[src/rtl/miter_pkg.sv]
// Shared types and helpers for the lockstep equivalence miter.
package miter_pkg;

  typedef enum logic [1:0] {S_IDLE, S_ARMED, S_CHECK, S_FAIL} state_e;
  typedef enum logic {MODE_EXACT, MODE_MASKED} mode_e;

  localparam int MAX_W  = 64;
  localparam int MAX_CH = 16;
  localparam int BUS_W  = MAX_W * MAX_CH;

  // Extract channel k of a packed bus of w-bit channels; callers truncate to their width.
  function automatic logic [MAX_W-1:0] chan_slice(input logic [BUS_W-1:0] bus,
                                                  input int k, input int w);
    return MAX_W'(bus >> (k * w));
  endfunction

endpackage

[src/rtl/miter_delay_line.sv]
// Valid-advanced shift register that aligns the reference stream LAG samples behind.
module miter_delay_line #(
  parameter int LAG = 0,
  parameter int W   = 16
) (
  input  logic         clk,
  input  logic         rst_n,
  input  logic         adv,
  input  logic         flush,
  input  logic [W-1:0] d,
  output logic [W-1:0] q
);

  generate
    if (LAG == 0) begin : g_pass
      logic unused_ctl;
      assign unused_ctl = ^{clk, rst_n, adv, flush};
      assign q = d;
    end else begin : g_shift
      logic [LAG-1:0][W-1:0] stg;

      always_ff @(posedge clk or negedge rst_n) begin
        if (!rst_n) begin
          stg <= '0;
        end else if (flush) begin
          stg <= '0;
        end else if (adv) begin
          stg[0] <= d;
          for (int i = 1; i < LAG; i++) stg[i] <= stg[i-1];
        end
      end

      assign q = stg[LAG-1];
    end
  endgenerate

endmodule

[src/rtl/lockstep_miter.sv]
// Sequential equivalence monitor: compares lag-aligned ref/dut channel pairs and
// captures the first miscompare; err is the single property to prove low.
module lockstep_miter
  import miter_pkg::*;
#(
  parameter int WIDTH        = 8,
  parameter int CHANNELS     = 2,
  parameter int LAG          = 0,
  parameter int CNT_W        = 8,
  parameter int STOP_ON_FAIL = 1,
  localparam int CH_W        = (CHANNELS > 1) ? $clog2(CHANNELS) : 1
) (
  input  logic                      clk,
  input  logic                      rst,
  input  logic                      en,
  input  logic                      clear,
  input  logic                      valid,
  input  logic                      mode,
  input  logic [WIDTH-1:0]          mask,
  input  logic [CHANNELS*WIDTH-1:0] ref_o,
  input  logic [CHANNELS*WIDTH-1:0] dut_o,
  output logic                      mismatch,
  output logic                      err,
  output logic [CH_W-1:0]           err_chan,
  output logic [CNT_W-1:0]          err_sample,
  output logic [CNT_W-1:0]          mis_count,
  output logic                      busy
);

  localparam int BW = CHANNELS * WIDTH;
  localparam logic [2:0] FILL_LAST = (LAG == 0) ? 3'd0 : 3'(LAG - 1);

  state_e              state;
  logic [2:0]          fill;
  logic [CNT_W-1:0]    samp;
  logic [BW-1:0]       ref_d;
  logic [WIDTH-1:0]    cmp_mask;
  logic [CHANNELS-1:0] chan_mis;
  logic [CH_W-1:0]     first_ch;
  logic                flush, adv;

  // Any exit toward IDLE discards alignment history so re-arming refills from scratch.
  assign flush = clear | ~en | (state == S_IDLE);
  assign adv   = valid & en & ~clear & ((state == S_ARMED) | (state == S_CHECK));

  miter_delay_line #(.LAG(LAG), .W(BW)) u_dly (
    .clk   (clk),
    .rst_n (rst),
    .adv   (adv),
    .flush (flush),
    .d     (ref_o),
    .q     (ref_d)
  );

  assign cmp_mask = (mode_e'(mode) == MODE_MASKED) ? mask : '0;

  // Walk high-to-low so the last hit recorded is the lowest miscompared channel.
  always_comb begin
    chan_mis = '0;
    first_ch = '0;
    for (int k = CHANNELS - 1; k >= 0; k--) begin
      chan_mis[k] = |((WIDTH'(chan_slice(BUS_W'(ref_d), k, WIDTH)) ^
                       WIDTH'(chan_slice(BUS_W'(dut_o), k, WIDTH))) & ~cmp_mask);
      if (chan_mis[k]) first_ch = CH_W'(k);
    end
  end

  always_ff @(posedge clk or negedge rst) begin
    if (!rst) begin
      state      <= S_IDLE;
      busy       <= 1'b0;
      fill       <= '0;
      samp       <= '0;
      mismatch   <= 1'b0;
      err        <= 1'b0;
      err_chan   <= '0;
      err_sample <= '0;
      mis_count  <= '0;
    end else if (clear) begin
      state      <= S_IDLE;
      busy       <= 1'b0;
      fill       <= '0;
      samp       <= '0;
      mismatch   <= 1'b0;
      err        <= 1'b0;
      err_chan   <= '0;
      err_sample <= '0;
      mis_count  <= '0;
    end else begin
      mismatch <= 1'b0;
      case (state)
        S_IDLE: begin
          fill <= '0;
          if (en) begin
            busy <= 1'b1;
            if (LAG == 0) state <= S_CHECK;
            else          state <= S_ARMED;
          end
        end
        S_ARMED: begin
          if (!en) begin
            state <= S_IDLE;
            busy  <= 1'b0;
          end else if (valid) begin
            fill <= fill + 3'd1;
            if (fill == FILL_LAST) state <= S_CHECK;
          end
        end
        S_CHECK: begin
          if (!en) begin
            state <= S_IDLE;
            busy  <= 1'b0;
          end else if (valid) begin
            if (samp != '1) samp <= samp + 1'b1;
            if (|chan_mis) begin
              mismatch <= 1'b1;
              if (mis_count != '1) mis_count <= mis_count + 1'b1;
              if (!err) begin
                err        <= 1'b1;
                err_chan   <= first_ch;
                err_sample <= samp;
              end
              if (STOP_ON_FAIL != 0) begin
                state <= S_FAIL;
                busy  <= 1'b0;
              end
            end
          end
        end
        default: ;
      endcase
    end
  end

endmodule

[config.mk]
export PLATFORM = sky130hd
export DESIGN_NAME = lockstep_miter
export DESIGN_NICKNAME = d
export VERILOG_FILES = /design/src/rtl/miter_pkg.sv /design/src/rtl/miter_delay_line.sv /design/src/rtl/lockstep_miter.sv
export SDC_FILE = /design/constraint.sdc
export NUM_CORES = 1
export LEC_CHECK = 0
export CORE_UTILIZATION = 40
export DETAILED_ROUTE_END_ITERATION = 8
export GPL_ROUTABILITY_DRIVEN = 1
export PLACE_DENSITY = 0.74
export SETUP_SLACK_MARGIN = 0.4
export SKIP_CTS_REPAIR_TIMING = 1
export SLEW_MARGIN = 0
export SYNTH_ARGS = -nofsm -noshare
export SYNTH_HDL_FRONTEND = slang
export SYNTH_SLANG_ARGS = --single-unit
[constraint.sdc]
create_clock -name clk -period 1.7 [get_ports clk]
set_input_delay 0.17 -clock clk [delete_from_list [all_inputs] [get_ports clk]]
set_output_delay 0.17 -clock clk [all_outputs]
set_load 0.02 [all_outputs]
After elaboration in Yosys (flattened, before gate mapping)
Index checks and enable logic that the tools add are counted.
{ "word_totals": {"regBits": 33, "output_inout_bits": 20, "input_bits": 46, "word_cells": 106} }
{ "classes": {"addsub": 3, "n_eq_ne": 13, "n_reduce_logical": 20, "bitwise_logic": 5, "muxes": 56} }
{ "op_table": {"columns": ["operator", "n"], "rows": [
  ["8-bit 2-to-1 mux", 18],
  ["1-bit 2-to-1 mux", 24],
  ["8-bit by 1-bit adder with 8-bit output, second input constant", 2],
  ["8-bit AND", 2],
  ["2-bit 2-to-1 mux", 8],
  ["8-bit inequality test, second input constant", 2],
  ["16-bit OR reduction", 1],
  ["8-bit OR reduction", 2],
  ["8-bit bitwise XOR", 2],
  ["5-bit AND reduction", 3],
  ["3-bit inequality test, second input constant", 4],
  ["2-bit nonzero test", 6],
  ["3-bit 2-to-1 mux", 3],
  ["4-bit by 3-bit inequality test with 1-bit output, second input constant", 2],
  ["4-bit inequality test, second input constant", 2],
  ["8-bit inverter", 1],
  ["4-bit AND reduction", 2],
  ["2-bit one-hot mux with 3 select lines", 1],
  ["3-bit one-hot mux with 2 select lines", 1],
  ["6-bit AND reduction", 1],
  ["4-bit nonzero test", 1],
  ["3-bit by 1-bit adder with 3-bit output, second input constant", 1],
  ["3-bit logical NOT", 1],
  ["1-bit one-hot mux with 3 select lines", 1],
  ["6 further kinds", 6]
]} }

Depth between registers and ports, before layout
Gate-level depths: netlist (run 1).
{ "logic_depth": {"depth_word": 12, "depth_mapped": 8, "mapped_depth_nobuf": 8} }

By module
Synthesis (run 1) repeated with hierarchy kept, for this count alone.
{ "hier_totals": {"hier_cells": 228, "area_unflattened_um2": 2159.6} }
{ "modules_own_cells": {"columns": ["mod", "cells_per_inst", "instances", "area_per_inst_um2", "seq_area_each_um2"], "rows": [
  ["lockstep_miter", 212, 1, 2039.5, 825.8],
  ["miter_delay_line", 16, 1, 120.1, 0.0]
]} }

Worst setup path after synthesis (run 1)
Ideal clock, no wire load.
{ "synth_timing": {"path_kind": "register to register", "start": "reg state[1]", "end": "reg state[1]", "path_slack_ns": -0.033, "stages_incl_launch_ff": 9, "arrival_time_ns": 1.605, "synth_period_minus_slack_ns": 1.733, "n_path_buf": 1, "path_cell_list": "dfrtp_1 -> inv_1 -> ha_1 -> clkbuf_1 -> a21oi_1 -> a21oi_1 -> o21ai_1 -> o21ai_1 -> mux2_1"} }
{ "synth_via": {"elab_chain_cells": 3, "elab_cells_between_ends": 12, "cone_classes": "7 x eq/ne; 2 x mux; 3 x reduce/logical"} }
{ "synth_lines": {"columns": ["element", "line", "source"], "rows": [
  ["from (decl)", "lockstep_miter.sv:33", "state_e state;"],
  ["from (signal assigned)", "lockstep_miter.sv:70", "state <= S_IDLE;"],
  ["from (signal assigned)", "lockstep_miter.sv:80", "state <= S_IDLE;"],
  ["from (signal assigned)", "lockstep_miter.sv:96", "if (LAG == 0) state <= S_CHECK;"],
  ["2-bit by 1-bit equality test with 1-bit output, or another cell as far along", "lockstep_miter.sv:91", "case (state)"],
  ["4-bit by 3-bit inequality test with 1-bit output (no source line), or another cell as far along", null, null],
  ["6-bit AND reduction (no source line) / 2-bit 2-to-1 mux (equally long branches)", null, null]
]} }
Parallel ways exist; a longest one is shown, timed or not.
A chain may end at the register's enable or synchronous reset.

Final worst setup path (run 1)
{ "layout_timing": {"start": "reg state[0]", "end": "reg busy"} }
{ "layout_via": {"elab_chain_cells": 3, "elab_cells_between_ends": 11, "cone_classes": "6 x eq/ne; 2 x mux; 3 x reduce/logical"} }
{ "layout_lines": {"columns": ["element", "line", "source"], "rows": [
  ["2-bit equality test, or another cell as far along", "lockstep_miter.sv:91", null],
  ["4-bit by 3-bit inequality test with 1-bit output (no source line), or another cell as far along", null, null],
  ["5-bit AND reduction (no source line) / 1-bit 2-to-1 mux (equally long branches)", null, null],
  ["to (signal assigned)", "lockstep_miter.sv:95", "busy <= 1'b1;"],
  ["to (signal assigned)", "lockstep_miter.sv:103", "busy <= 1'b0;"],
  ["to (signal assigned)", "lockstep_miter.sv:112", "busy <= 1'b0;"],
  ["to (decl)", "lockstep_miter.sv:27", "output logic busy"]
]} }
Parallel ways exist; a longest one is shown, timed or not.

==> results of run 1 <==
-- registers in the layout (all words and copies together), names as in the netlist --
signal      flops
busy            1
err_chan        1
mis_count       8
err             1
fill            3
err_sample      8
samp            8
state           2
mismatch        1
-- area by class of cell --
| type | instances | area (sq um) |
|---|---|---|
| Multi-Input combinational cell | 159 | 1410 |
| Clock buffer | 7 | 86.3 |
| Inverter | 8 | 32.5 |
| Clock inverter | 1 | 30.0 |
| Sequential cell | 33 | 831 |
| Fill cell | 318 | 1160 |
| Tap cell | 67 | 83.8 |
| Timing Repair Buffer | 103 | 1120 |
-- worst max-delay path, cell delays in order (launching register included) --
cell	delay, ns
sky130_fd_sc_hd__dfrtp_1	0.40
sky130_fd_sc_hd__inv_2	0.09
sky130_fd_sc_hd__buf_6	0.10
sky130_fd_sc_hd__ha_4	0.14
sky130_fd_sc_hd__nor2_4	0.04
sky130_fd_sc_hd__a31o_4	0.20
sky130_fd_sc_hd__a221o_1	0.35
sky130_fd_sc_hd__o211ai_1	0.13
sky130_fd_sc_hd__o311ai_2	0.13
-- per-stage QoR --
stage	std cells	hold slack [ns]	setup WS, ns
5_1_grt	378	0.320	-0.0986
4_1_cts	372	0.284	-0.134
3_5_place_dp	364	0.493	-0.454
2_1_floorplan	206	-0.126	0.0650
6_report	378	0.273	-0.0255
3_3_place_gp	364	0.492	-0.377
-- Yosys cell counts, drive strengths merged (2+ instances only) --
cell type	count
a21oi	14
a22o	8
a22oi	8
a31o	2
and2	2
and3	4
buf	3
clkbuf	3
dfrtp	33
ha	7
inv	8
mux2	2
mux2i	2
nand2	20
nand3	9
nand4	8
nor2	17
nor2b	2
nor3	3
o211ai	2
o21ai	9
or3	3
or4	2
xor2	23
-- worst min-delay path by stage --
stage          depth (start not counted)            end  slack (ns)
6_report                               2       mismatch        0.27
5_1_grt                                2        fill[0]        0.32
4_1_cts                                2        fill[2]        0.28
3_5_place_dp                           1  err_sample[4]        0.49
3_3_place_gp                           1  err_sample[3]        0.49
2_1_floorplan                          0           busy       -0.13
-- kinds of logic (layout without fill, tap and decap cells) --
family | Yosys count | after routing | share of synthesized area [%]
flops | 33 | 33 | 41.2
buf+inv | 14 | 119 | 3.25
compound gates | 50 | 50 | 18.9
xor+xnor | 23 | 23 | 10.1
mux | 4 | 4 | 2.12
simple gates | 75 | 75 | 20.1
fa+ha+maj | 7 | 7 | 4.37
-- metal layers --
metal | part of all wire, % | vias up
li1 | - | 943
met1 | 39 | 969
met2 | 53 | 67
met3 | 4.6 | 22
met4 | 3.7 | 0
met5 | 0 | -
-- power by group through the flow --
stage                     Sequential [mW]  Combinational (mW)  Clock [mW]
after floorplan                     0.954               0.531           0
after global placement              0.915               0.993           0
after detailed placement            0.922                1.01           0
after CTS                           0.906                1.02       0.790
after global routing                0.922                1.47       0.833
final                               0.916                1.36       0.781
==> results.txt, run 1 <==
The area of the core came out at around 4800 sq um. The post-synthesis sequential element count came out at 33. Power comes to roughly 3.1 mW. The clock skew after layout came out at ~0.0083 ns. The detailed router placed between 2000 and 2500 vias in this run. The antenna diode count is 0. Cells fill roughly three quarters of the core in the end. The die covers between 5000 and 6000 sq um.

In this run, synthesis inferred 0 flip-flops with an integrated enable. The total DRC errors in the routed layout came out at 0. The number of warnings reported in the yosys synthesis log came out at 0. The cell area after synthesis is about 2000 sq um. The total detailed-routing wirelength came out at approximately 6500 microns. The switching part of the total power came out at roughly 34%. The number of top-level pins came out at between 60 and 70. The part of the power in combinational logic came out at between 40% and 50%. The setup slack of the worst register-to-register path came out at -0.03 ns. The hold violation count in the final report came to 0. For this run, global-route usage on met3 was measured as ~6%.

The routed length per instance came out at ~17 microns. The share of synthesized area occupied by flip-flops and latches is between 40% and 50%. The library cells used most frequently in the layout, excluding fill and tap cells, are 60 x sky130_fd_sc_hd__dlymetal6s2s_1, 32 x sky130_fd_sc_hd__buf_4, 29 x sky130_fd_sc_hd__dfrtp_1. The effective utilization at floorplan came out at 42.1%. In this run the worst hold path is classified as input pin to async pin. The critical setup path kind is register to register. For met1 alone, demand over resource in global routing was 28.8%. The maximum net fanout on the critical path came out at 3. TritonCTS built the clock tree.

The global-route wire length before repair came out at around 9000 microns. The final total negative setup slack came out at -0.0561 ns. Measured in cells, the most critical reg-to-reg path has a length of 8. The run finished, with violations left. Clock-pin slew was measured on the worst setup and hold paths at roughly 0.07 ns. The count of input and output buffers is 65.

The initial antenna violation count came out at 0. The H-tree level count is 2. Setup repair after global routing could not meet its margin everywhere.

Max-cap violations in this run came to 0. In the finished design, the share of the clock period the worst path needs comes to 101%. The switching power came out at about 1.0 mW.

Entering global routing, the biggest net connects 34 pins. The transition time of the tightest slew-check pin is 0.431 ns. STA classifies the critical path startpoint as a register.

The number of slew-limit violations in the final report was 0. The fraction of registers with async set/reset came out at 100%. The normalized max-slew margin came out at between 70% and 80%. The total congestion overflow came out at 0. The clock sink count is 33. For this run, the leading register cell type out of synthesis is sky130_fd_sc_hd__dfrtp_1.

The total CTS buffers came out at 5. For this block, the initial DRC count from the detailed router was 108. The final reports fail on negative setup slack. In this run the static leakage power is 2.19 nW.

In this run the critical register-to-register path is captured at busy. The post-layout net count came out at about 360. The clock passes through at most 2 buffers. The synthesized design spends more area on one cell type than any other, namely sky130_fd_sc_hd__dfrtp_1. For this run, the total global-route usage over all layers was measured as roughly 23%. The post-layout instance area is about 3600 sq um. The final estimated routing congestion in global placement is about 0.76. The worst vdd rail ir drop is ~570 uV. The startpoint identified for the worst register-to-register timing path is state[0].

The critical path data required time came out at between 1.5 and 2 ns. The proportion of netlist area held by the largest area contributor came out at 41.3%. The area growth from synthesis to layout is 79.7%. The cell sitting at the root of the clock tree is a sky130_fd_sc_hd__clkbuf_8. Sorting the synthesized cells by area gives the leading types as sky130_fd_sc_hd__dfrtp_1 41%, sky130_fd_sc_hd__xor2_1 10%, sky130_fd_sc_hd__ha_1 4.4%. The share of cells above drive strength 1 came out at 38.3%. The total power divided by cell area came out at roughly 850 nW/um^2. The routed design could run at a clock period as short as 1.73 ns.

The minimum setup slack in the final design came out at -0.0255 ns. The global routing met2 resource utilization is between 30% and 40%. Timing would allow up to just under 0.6 GHz. The share of power burned in the clock network came out at 25.6%. The die height is between 70 and 80 microns. The sequential cell fraction of total power is between 30% and 40%. The worst-skew pair later-pin latency is about 0.30 ns. The internal power consumption came out at ~2 mW. The number of nets produced by synthesis is 259. The post-detailed-route count of antenna-violating nets came out at 0.

The number of standard-cell rows in the floorplan came out at 25. The worst setup path is captured at a register. After detailed placement, the total cell area comes to 3020 sq um. The library cell used most frequently in the layout, excluding fill and tap cells, is sky130_fd_sc_hd__dlymetal6s2s_1. Setup violations remaining at the end of the flow were counted as 4. Detailed placement finished with a half-perimeter wire length of roughly 4200 microns. In this run the worst setup path terminates at busy. Synthesis produced roughly 210 cells. The per-cell via count in the routed design is around 5.3. The die is approximately 73 microns wide. The number of global-route vias before repair is 1896. After global routing, the most crowded layer is met2. Averaged over all synthesized cells, the footprint is 9.72 sq um.

For the worst setup path, the data arrival time is between 1.5 and 2 ns. The worst setup path startpoint is state[0]. For this run, the detailed router's first-pass iteration total came to 4. The count of unique library cells instantiated by Yosys is 46.
(Power assumes the default switching activity.)
==> run 2: changes to the inputs <==
CAP_MARGIN = 20   (was unset)
MAX_ROUTING_LAYER = met4   (was unset)
==> run 2 against run 1 <==
Compared with the run above:
- the run still ends with negative setup slack left
- count of clock-buffer cells in the layout is the same
- wire length up 0.77%
- maximum frequency about the same
- register-to-register slack barely moved
- clock power grew 0.8%
- sequential share of layout area unchanged
- global-route usage rose by 0.69 points
- design area did not move
- final cell count unchanged
- die area stayed put
- worst setup slack about the same
- first-iteration DRC count up 24%
==> results.txt, run 2 (synthesis results as in run 1) <==
The run finished, with violations left. The checks that failed: negative setup slack. The total CTS buffers is 5 (unchanged).

The hold violation count in the final report came to 0 (unchanged). The total DRC errors in the routed layout came to 0 (unchanged). Leaving out fill and tap cells, the most frequent cell in the layout is sky130_fd_sc_hd__dlymetal6s2s_1. The minimum setup slack in the final design came to -0.0258 ns (-0.000394 ns). The number of top-level pins came out at 66 (unchanged).

The final clock period utilization by the worst path came out at 102% (about the same). The worst endpoint data arrival time is 1.90 ns (about the same). The max-capacitance violation count came to 0 (unchanged).

The number of cell instances on the worst register-to-register path came out at 8 (unchanged). The total congestion overflow came out at 0 (unchanged). The number of global-route vias before repair came to 1897 (+0.053%). The detailed placer's ending HPWL came to 4180 microns (unchanged). The clock sink count came out at 33 (unchanged). The count of input and output buffers was 65 (unchanged). The clock skew after layout was 0.00868 ns (+0.000379 ns). The type of the tightest min-delay check is input pin to async pin. The post-detailed-route count of antenna-violating nets came out at 0 (unchanged). The maximum frequency from static timing analysis came out at 0.579 GHz (about the same). The critical path startpoint category is a register.

The area growth from synthesis to layout is 79.7% (unchanged). The die outline area is 5290 sq um (unchanged). The worst vdd rail ir drop is 565 uV (about the same). The number of standard-cell rows in the floorplan is 25 (unchanged). The per-cell via count in the routed design is 5.34 (+0.90%). The area of the core came out at 4750 sq um (unchanged).

The global-route wire length before repair came out at 9030 microns (about the same). The share of cells above drive strength 1 came to 38.3% (unchanged). The antenna diode count is 0 (unchanged). The leakage power total came to 2.19 nW (unchanged). The normalized max-slew margin came to 71.5% (+0.20 points). The number of cells in the finished layout apart from fillers came out at 378 (unchanged). The setup slack of the worst register-to-register path was -0.03 ns (about the same).

The H-tree level count is 2 (unchanged). TritonCTS built the clock tree. The die height came out at 72.7 microns (unchanged). The worst-skew pair later-pin latency came out at 0.30 ns (about the same). The number of buffers on the longest clock path came out at 2 (unchanged). The maximum number of pins on one net before global-route repair is 34 (unchanged). The post-layout instance area is 3600 sq um (unchanged). The minimum period implied by the final worst setup slack is 1.73 ns (+0.000394 ns). The transition time of the tightest slew-check pin is 0.428 ns (-0.00294 ns).

The number of slew-limit violations in the final report is 0 (unchanged). The total power divided by cell area is 852 nW/um^2 (+0.31%). The instance area at placement came out at 3020 sq um (unchanged). The initial detailed-routing violation count is 134 (+24%). The setup violation total in the final timing report is 3 (-1).

The overall routing resource usage came to 23.4% (+0.69 points). The initial antenna violation count is 0 (unchanged). The number of placed cells counting well taps is 364 (unchanged). The endpoint identified for the worst register-to-register timing path is busy. Setup repair after global routing could not meet its margin everywhere. The largest registers in the layout are err_sample x8, mis_count x8, samp x8.

In the layout the commonest cells are 60 x sky130_fd_sc_hd__dlymetal6s2s_1, 32 x sky130_fd_sc_hd__buf_4, 29 x sky130_fd_sc_hd__dfrtp_1. The library cell used as clock root buffer is sky130_fd_sc_hd__clkbuf_8. The maximum net fanout on the critical path is 3 (unchanged).

The worst setup path startpoint is state[0]. The floorplan die width is 72.7 microns (unchanged). The final estimated routing congestion in global placement is 0.769 (+1.3%). The critical setup path kind is register to register. The detailed-router iteration count before antenna repair is 4 (unchanged). The routed length per instance was 17.3 microns (+0.77%). The post-layout net count came out at 363 (unchanged).

The worst setup path is captured at a register. The worst register-to-register path begins at state[0]. The total detailed-routing wirelength is 6550 microns (+0.77%). The register clock-pin slew on the reported worst setup and hold paths came out at 0.07 ns (about the same). The effective utilization at floorplan came out at 42.1% (unchanged). The critical path data required time came out at 1.87 ns (about the same).

The number of vias in the routed layout came out at 2019 (+0.90%).
run 2: cell counts in the layout (fill, tap and decap cells not counted):
Identical to the previous run, type by type.
run 2: worst max-delay path by stage:
stage,end,cells after the start
6_report,busy,8
2_1_floorplan,state[1],8
3_3_place_gp,state[1],8
5_1_grt,busy,8
3_5_place_dp,state[1],8
4_1_cts,state[1],8
run 2: layer usage:
metal	share of wire (%)	vias to the layer above	track usage, %
met2	53	67	37.5
met1	39	989	28.8
met3	4.4	21	5.94
li1	-	942	-
met5	0	-	-
met4	3.7	0	8.28
run 2: cell type report:
| type | count | area (sq um) |
|---|---|---|
| well taps | 67 | 83.8 |
| repair buffers | 103 | 1120 |
| clock inverters | 1 | 30.0 |
| flip-flops and latches | 33 | 831 |
| multi-input cells | 159 | 1410 |
| clock buffers | 7 | 86.3 |
| fillers | 318 | 1160 |
| inverters | 8 | 32.5 |
run 2: report_power, final:
| part | switching, mW | internal (mW) | total [mW] |
|---|---|---|---|
| clock network | 0.309 | 0.478 | 0.787 |
| logic | 0.663 | 0.700 | 1.36 |
| registers | 0.0651 | 0.851 | 0.916 |
| total | 1.04 | 2.03 | 3.07 |
run 2: worst max-delay path: stages, from the launching register on:
cell                       delay [ns]
sky130_fd_sc_hd__dfrtp_1         0.40
sky130_fd_sc_hd__inv_2           0.09
sky130_fd_sc_hd__buf_6           0.10
sky130_fd_sc_hd__ha_4            0.14
sky130_fd_sc_hd__nor2_4          0.04
sky130_fd_sc_hd__a31o_4          0.20
sky130_fd_sc_hd__a221o_1         0.35
sky130_fd_sc_hd__o211ai_1        0.13
sky130_fd_sc_hd__o311ai_2        0.13
run 2: metrics by stage:
step	hold WS (ns)	setup TNS, ns	setup WS, ns	power (mW)	utilization [%]
CTS	0.284	-1.08	-0.134	2.72	65.9
finish	0.269	-0.0519	-0.0258	3.07	75.7
floorplan	-0.126	0	0.0650	1.48	-
global placement	0.492	-6.45	-0.377	1.91	63.5
global route	0.320	-0.715	-0.0986	3.23	75.7
detailed placement	0.493	-7.84	-0.454	1.94	63.5
